[src/rtl/pwm_sequencer.sv]
// Step sequencer feeding one PWM generator: plays a table of {period, duty, repeat}
// entries, switching values only on period boundaries.
module pwm_sequencer #(
  parameter int C_COUNTER_WIDTH = 32,
  parameter int C_NUM_STEPS     = 8,
  parameter int C_REPEAT_WIDTH  = 16
) (
  input  logic                               clk,
  input  logic                               reset,
  input  logic                               cfg_we,
  input  logic [$clog2(C_NUM_STEPS)-1:0]     cfg_addr,
  input  logic [C_COUNTER_WIDTH-1:0]         cfg_period,
  input  logic [C_COUNTER_WIDTH-1:0]         cfg_duty,
  input  logic [C_REPEAT_WIDTH-1:0]          cfg_repeat,
  input  logic [$clog2(C_NUM_STEPS):0]       num_steps,
  input  logic                               loop_en,
  input  logic                               run_req,
  input  logic                               halt_req,
  output logic                               pwm_start,
  output logic                               pwm_stop,
  output logic [C_COUNTER_WIDTH-1:0]         period_cnt,
  output logic [C_COUNTER_WIDTH-1:0]         duty_cnt,
  output logic [$clog2(C_NUM_STEPS)-1:0]     step_idx,
  output logic                               period_tick,
  output logic                               busy,
  output logic                               done,
  output logic [1:0]                         state_dbg
);

  localparam int IW = $clog2(C_NUM_STEPS);
  localparam logic [C_COUNTER_WIDTH-1:0] CYC_ONE  = 1;
  localparam logic [C_REPEAT_WIDTH-1:0]  REP_ONE  = 1;
  localparam logic [IW-1:0]              IDX_ONE  = 1;
  localparam logic [IW:0]                NUM_ONE  = 1;
  localparam logic [IW:0]                NUM_MAX  = (IW+1)'(C_NUM_STEPS);

  typedef enum logic [1:0] {S_IDLE, S_LOAD, S_RUN, S_FINISH} state_t;

  // Control handshake: run_req and halt_req are single-cycle request pulses with no
  // back-pressure; a request not acceptable in the current state is dropped.
  state_t                     state_q;
  logic [C_COUNTER_WIDTH-1:0] tbl_period_q [C_NUM_STEPS];
  logic [C_COUNTER_WIDTH-1:0] tbl_duty_q   [C_NUM_STEPS];
  logic [C_REPEAT_WIDTH-1:0]  tbl_repeat_q [C_NUM_STEPS];

  logic [C_COUNTER_WIDTH-1:0] period_q, duty_q, cyc_q;
  logic [C_REPEAT_WIDTH-1:0]  rep_lim_q, rep_q;
  logic [IW-1:0]              idx_q;
  logic [IW:0]                num_q;
  logic                       loop_q, pwm_start_q, busy_q, done_q;

  logic [C_COUNTER_WIDTH-1:0] period_eff;
  logic [C_REPEAT_WIDTH-1:0]  rep_eff;
  logic                       at_tick, last_step;
  logic [IW-1:0]              ld_idx_d;

  assign period_eff = (period_q == '0) ? CYC_ONE : period_q;
  assign rep_eff    = (rep_lim_q == '0) ? REP_ONE : rep_lim_q;
  assign at_tick    = (state_q == S_RUN) && (cyc_q == period_eff);
  assign last_step  = ({1'b0, idx_q} == (num_q - NUM_ONE));
  assign ld_idx_d   = ((state_q == S_LOAD) || last_step) ? '0 : idx_q + IDX_ONE;

  always_ff @(posedge clk) begin
    if (reset) begin
      for (int i = 0; i < C_NUM_STEPS; i++) begin
        tbl_period_q[i] <= '0;
        tbl_duty_q[i]   <= '0;
        tbl_repeat_q[i] <= '0;
      end
    end else if (cfg_we) begin
      tbl_period_q[cfg_addr] <= cfg_period;
      tbl_duty_q[cfg_addr]   <= cfg_duty;
      tbl_repeat_q[cfg_addr] <= cfg_repeat;
    end
  end

  always_ff @(posedge clk) begin
    if (reset) begin
      state_q     <= S_IDLE;
      period_q    <= '0;
      duty_q      <= '0;
      cyc_q       <= '0;
      rep_lim_q   <= '0;
      rep_q       <= '0;
      idx_q       <= '0;
      num_q       <= '0;
      loop_q      <= 1'b0;
      pwm_start_q <= 1'b0;
      busy_q      <= 1'b0;
      done_q      <= 1'b0;
    end else begin
      done_q <= 1'b0;
      case (state_q)
        S_IDLE: begin
          if (run_req && !halt_req) begin
            busy_q <= 1'b1;
            if (num_steps == '0) begin
              state_q <= S_FINISH;
              done_q  <= 1'b1;
            end else begin
              state_q <= S_LOAD;
              num_q   <= (num_steps > NUM_MAX) ? NUM_MAX : num_steps;
              loop_q  <= loop_en;
            end
          end
        end
        S_LOAD, S_RUN: begin
          if (halt_req || (at_tick && (rep_q >= rep_eff) && last_step && !loop_q)) begin
            state_q     <= S_FINISH;
            pwm_start_q <= 1'b0;
            done_q      <= 1'b1;
          end else if (state_q == S_LOAD || at_tick) begin
            cyc_q <= CYC_ONE;
            if (state_q == S_RUN && rep_q < rep_eff) begin
              rep_q <= rep_q + REP_ONE;
            end else begin
              // Step load; old table contents are read if cfg_we targets this entry now.
              state_q     <= S_RUN;
              pwm_start_q <= 1'b1;
              idx_q       <= ld_idx_d;
              period_q    <= tbl_period_q[ld_idx_d];
              duty_q      <= tbl_duty_q[ld_idx_d];
              rep_lim_q   <= tbl_repeat_q[ld_idx_d];
              rep_q       <= REP_ONE;
            end
          end else begin
            cyc_q <= cyc_q + CYC_ONE;
          end
        end
        S_FINISH: begin
          state_q <= S_IDLE;
          busy_q  <= 1'b0;
        end
        default: state_q <= S_IDLE;
      endcase
    end
  end

  assign pwm_start   = pwm_start_q;
  assign pwm_stop    = ~pwm_start_q;
  assign period_cnt  = period_q;
  assign duty_cnt    = duty_q;
  assign step_idx    = idx_q;
  assign period_tick = at_tick;
  assign busy        = busy_q;
  assign done        = done_q;
  assign state_dbg   = state_q;

endmodule

[config.mk]
export PLATFORM = sky130hd
export DESIGN_NAME = pwm_sequencer
export DESIGN_NICKNAME = d
export VERILOG_FILES = /design/src/rtl/pwm_sequencer.sv
export SDC_FILE = /design/constraint.sdc
export NUM_CORES = 2
export LEC_CHECK = 0
export ABC_AREA = 1
export ABC_CLOCK_PERIOD_IN_PS = 7700
export CAP_MARGIN = 40
export CORE_ASPECT_RATIO = 0.9
export CORE_MARGIN = 5
export CORE_UTILIZATION = 45
export CTS_CLUSTER_DIAMETER = 80
export DETAILED_ROUTE_END_ITERATION = 10
export MAX_ROUTING_LAYER = met4
export PLACE_DENSITY_LB_ADDON = 0.25
export SLEW_MARGIN = 15
export SYNTH_ARGS = -nofsm -noshare
export SYNTH_HDL_FRONTEND = slang
export SYNTH_SLANG_ARGS = --single-unit
[constraint.sdc]
create_clock -name clk -period 7.7 [get_ports clk]
set_input_delay 1.54 -clock clk [delete_from_list [all_inputs] [get_ports clk]]
set_output_delay 1.54 -clock clk [all_outputs]
set_load 0.01 [all_outputs]
; ---- Word level (Yosys, flattened, before mapping)
; Memories as Yosys holds them, arrays and structs flattened. A register that Yosys moved wholly into a read port is not among the register bits.
; Index checks and enable logic that the tools add are counted.
[classes]
multipliers = 0
n_shift = 0
order_cmp = 3
n_div = 0
addsub = 4
n_bitwise = 4
muxes = 35
reduce_logical = 28
eq_ne = 9
[ops]
columns = operator, count
row1 = $mux 32, 4
row2 = $reduce_or 32->1, 2
row3 = $mux 16, 3
row4 = $add 32x1->32 const B, 1
row5 = $eq 32x32->1, 1
row6 = $logic_not 32->1, 1
row7 = $add 16x1->16 const B, 1
row8 = $ge 16x16->1, 1
row9 = $logic_not 16->1, 1
row10 = $lt 16x16->1, 1
row11 = $reduce_or 16->1, 1
row12 = $mux 1, 15
row13 = $mux 3, 4
row14 = $reduce_and 3->1, 4
row15 = $mux 2, 5
row16 = $logic_and 1x1->1, 6
row17 = $ne 3x3->1 const B, 2
row18 = $pmux 2 s3, 1
row19 = $eq 2x2->1 const B, 2
row20 = $eq 3x4->1, 1
row21 = $gt 4x4->1 const B, 1
row22 = $logic_not 4->1, 1
row23 = $mux 4, 1
row24 = $ne 2x2->1 const B, 2
row25 = other kinds (12), 21
[totals]
out_inout_bits = 74
mem_count = 3
elab_cells = 95
reg_bits = 61
romBits = 0
latch_bits = 0
ram_bits = 640
[mem_list]
columns = memory, depth, word_bits, read_ports, rd_ports_with_merged_regs, write_ports, line
row1 = tbl_duty_q, 8, 32, 1, 1, 8, 43  ; logic [C_COUNTER_WIDTH-1:0] tbl_duty_q [C_NUM_STEPS];
row2 = tbl_period_q, 8, 32, 1, 1, 8, 42  ; logic [C_COUNTER_WIDTH-1:0] tbl_period_q [C_NUM_STEPS];
row3 = tbl_repeat_q, 8, 16, 1, 1, 8, 44  ; logic [C_REPEAT_WIDTH-1:0] tbl_repeat_q [C_NUM_STEPS];

; ---- Depth between registers and ports, before layout
[logic_depth]
word_depth = 10
mapped_depth = 21
ltp_nobuf = 21

; ---- Worst setup path before layout
; OpenSTA, ideal clock, no wires.
[synth_timing]
path_type = input port to flip-flop
start = in reset
end = mem tbl_duty_q[0][0] (enable)
setup_time_ns = 0.793
t_arrival_ns = 3.695
n_path_buf = 1
stages = 6
slack_ns = 3.212
path_cell_list = clkinv_1 -> nand2_1 -> nor2_1 -> nand2_1 -> clkbuf_1 -> nand2_1
[synth_lines]
columns = element, line
row1 = from (decl), 9  ; input logic reset,
row2 = to (decl), 43

==> flow_metrics.tcl <==
set metrics [dict create \
    switching_share_pct 35.8 \
    yosys.area_share.simple_pct 24.6 \
    synth_edf_count 640 \
    crit_chain "clkdlybuf4s50_1 -> buf_4 -> inv_4 -> nand2_1 -> nor2_1 -> nand2_4 -> nand2_4 -> buf_4" \
    ys_ff_latch 781 \
    h-tree-depth 3 \
    worstRegToRegCells 23 \
    drt_iter0_markers 2858 \
    syn_inst 3687 \
    dpl_worst_slack_ns 2.13 \
    setup_tns_ns 0 \
    power.leakage_nw 15.5 \
    period_share_pct 63.9 \
    slew_headroom_pct 7.83 \
    yosys_warnings 0 \
    syn_nets 3805 \
    drcViolationCount 0 \
    rows 96 \
    synth_xor_area_share_pct 0.830 \
    syn_area_sq_mm 0.0348 \
    internal-power_w 0.00831 \
    nNetsFinal 3873 \
    status "completed" \
    seqPwrFrac_pct 39.8 \
    detail_route.wirelength_um 99500 \
    setup_viol 0 \
    hp-start "busy" \
    slowest_stage "nand2_4" \
    cts_sinks 781 \
    critical_path.top_delay_family "simple AND/OR/NAND/NOR gates" \
    synthArstFlopShare_pct 0 \
    power_per_cell_area_mw_per_mm2 323 \
    synth_area_leaders "edfxtp_1 55%, nor2_1 9.8%, nand2_1 8.1%" \
    vias 26851 \
    cp-end-kind "register" \
    fin_crit_ns 4.92 \
    hold_viol 0 \
    dr.pass1.iters 6 \
    grt_pass1_wl_um 152000 \
    cts_buffers 81 \
    drive_above_1_share_pct 5.24 \
    coreArea_sq_mm 0.0765 \
    ys.flop_type "edfxtp_1" \
    drt-wirelength-per-cell_um 20.5 \
    post_cts_buffers 0 \
    grt_usage_pct 24.3 \
    fp.dieH_um 274 \
    worst-slew-pin-transition_ns 1.38 \
    critPathRequiredTime_ns 7.97 \
    gp_congestion 0.905 \
    final_common_cell "nor2_1" \
    rsz0062_at_grt "false" \
    power_w 0.0129 \
    hold-path-endpoint "busy" \
    grt_pass1_vias 25360 \
    regToRegSetupSlack_ns 3.43 \
    start_util_pct 45.5 \
    dp_cells 4701 \
    r2r-end "duty_cnt[9]" \
    clockBufferDepth 3 \
    grt.overflow.total 0 \
    tritoncts "done" \
    fin_worst_skew_ns 0.0272 \
    cts-root-buf "clkbuf_16" \
    clk_latency_ns 0.64 \
    crit_type "in -> reg" \
    ios 167 \
    cts-resized-gates 0 \
    power_frac_comb_pct 30.5 \
    timing.final.ws_setup_ns 2.78 \
    drv_slew 0 \
    yosysSeqAreaShare_pct 63.3 \
    clk_pin_slew_ns 0.06 \
    arrival_ns 5.20 \
    synthMuxAreaShare_pct 0 \
    hold_path.class "reg -> reg" \
    die-area_sq_mm 0.0831 \
    die-width_um 303 \
    viasPerCell 5.54 \
    cp-start-kind "input port" \
    peakVddDrop_mv 0.471 \
    area_delta_synth_final_pct 15.0 \
    ant_nets 0 \
    hpwl_um 60300 \
    netlist.area_leader.share_pct 55.2 \
    synth-compound-area-share_pct 5.54 \
    synth_top_family_by_area "simple AND/OR/NAND/NOR gates" \
    synth_top_area_cell "edfxtp_1" \
    fmax_ghz 0.203 \
    path_buf_inv 4 \
    maxCapViolCount 0 \
    instances_no_fill 4849 \
    portBuffers 166 \
    avgSynthCellArea_sq_um 9.45 \
    synthAdderAreaFrac_pct 0.898 \
    grt_max_degree 221 \
    max_stage_delay_ns 0.80 \
    cp_max_fo 51 \
    p_sw_w 0.00462 \
    antenna_found_initial 1 \
    hold_depth 2 \
    synth_cell_types 44 \
    final_cell_mix "909 x nor2_1, 737 x nand2_1, 640 x edfxtp_1" \
    power.share.clock_pct 29.8 \
    r2r-start "rep_lim_q[12]" \
    cts_hold_buf 0 \
]
## synthesized netlist by cell type (all sizes together), types with 5 or more instances
| master | instances |
|---|---|
| nor2 | 915 |
| nand2 | 757 |
| edfxtp | 640 |
| nand3 | 366 |
| inv | 187 |
| o22ai | 164 |
| dfxtp | 141 |
| clkbuf | 124 |
| o21ai | 110 |
| buf | 99 |
| a21oi | 51 |
| ha | 25 |
| nand4 | 22 |
| nor3 | 21 |
| xor2 | 18 |
| xnor2 | 15 |
| nor4 | 12 |
| a211oi | 5 |
## routing by layer
metal,part of all wire (%),vias to the layer above,track usage [%]
li1,-,12568,-
met1,44,12990,34.9
met2,45,1161,36.1
met3,9.2,132,4.25
met4,2.5,0,6.54
met5,0,-,-
## power groups by stage
stage | sequential [W] | clock, W | combinational (W)
2_1_floorplan | 0.00518 | 0 | 0.00253
5_1_grt | 0.00517 | 0.00406 | 0.00430
6_report | 0.00514 | 0.00385 | 0.00394
3_5_place_dp | 0.00522 | 0 | 0.00390
4_1_cts | 0.00514 | 0.00389 | 0.00392
3_3_place_gp | 0.00522 | 0 | 0.00385
## worst max path at each step
stage,from,endpoint,cells after the start,slack (ns)
CTS,reset,tbl_duty_q[3][0],8,2.77
detailed placement,reset,tbl_duty_q[3][0],8,2.13
global placement,reset,tbl_duty_q[3][0],8,2.22
global route,reset,tbl_duty_q[3][0],8,2.60
finish,reset,tbl_duty_q[3][0],8,2.78
floorplan,reset,tbl_duty_q[0][0],6,3.21
## cells by family (layout without fill, tap and decap cells)
kind of cell	after synthesis	after routing
adders and majority gates	25	25
DFF	781	781
xor gates and xnor gates	33	33
and+or+nand+nor	2100	2100
buffers and inverters	412	544
other	0	1
AOI/OAI and AO/OA	336	336
## worst min-delay path, stage by stage, from the launching register on
cell and delay (ns):
dfxtp_1 0.30, inv_1 0.05, a221oi_1 0.06
## metrics by stage
| stage | area, sq um | util [%] | hold slack [ns] |
|---|---|---|---|
| floorplan | 34800 | - | 0.450 |
| detailed placement | 37500 | 49.0 | 0.464 |
| finish | 40100 | 52.3 | 0.471 |
| CTS | 40100 | 52.3 | 0.473 |
| global route | 40100 | 52.3 | 0.499 |
| global placement | 37200 | 48.6 | 0.462 |
## registers in the layout (all words and copies together), names as in the netlist
name          flops
duty_cnt         32
tbl_period_q    256
tbl_duty_q      256
loop_q            1
state_dbg         2
cyc_q            32
num_q             4
step_idx          3
rep_lim_q        16
pwm_start         1
tbl_repeat_q    128
busy              1
done              1
rep_q            16
period_cnt       32
## cell type report
type | instances | area [sq um]
Fill cell | 6902 | 36500
Antenna cell | 1 | 2.50
Clock buffer | 107 | 2180
Multi-Input combinational cell | 2494 | 11200
Inverter | 189 | 724
Sequential cell | 781 | 22000
Clock inverter | 40 | 392
Timing Repair Buffer | 208 | 2210
Tap cell | 1029 | 1290
No activity file was read; power rests on OpenSTA's default activity.
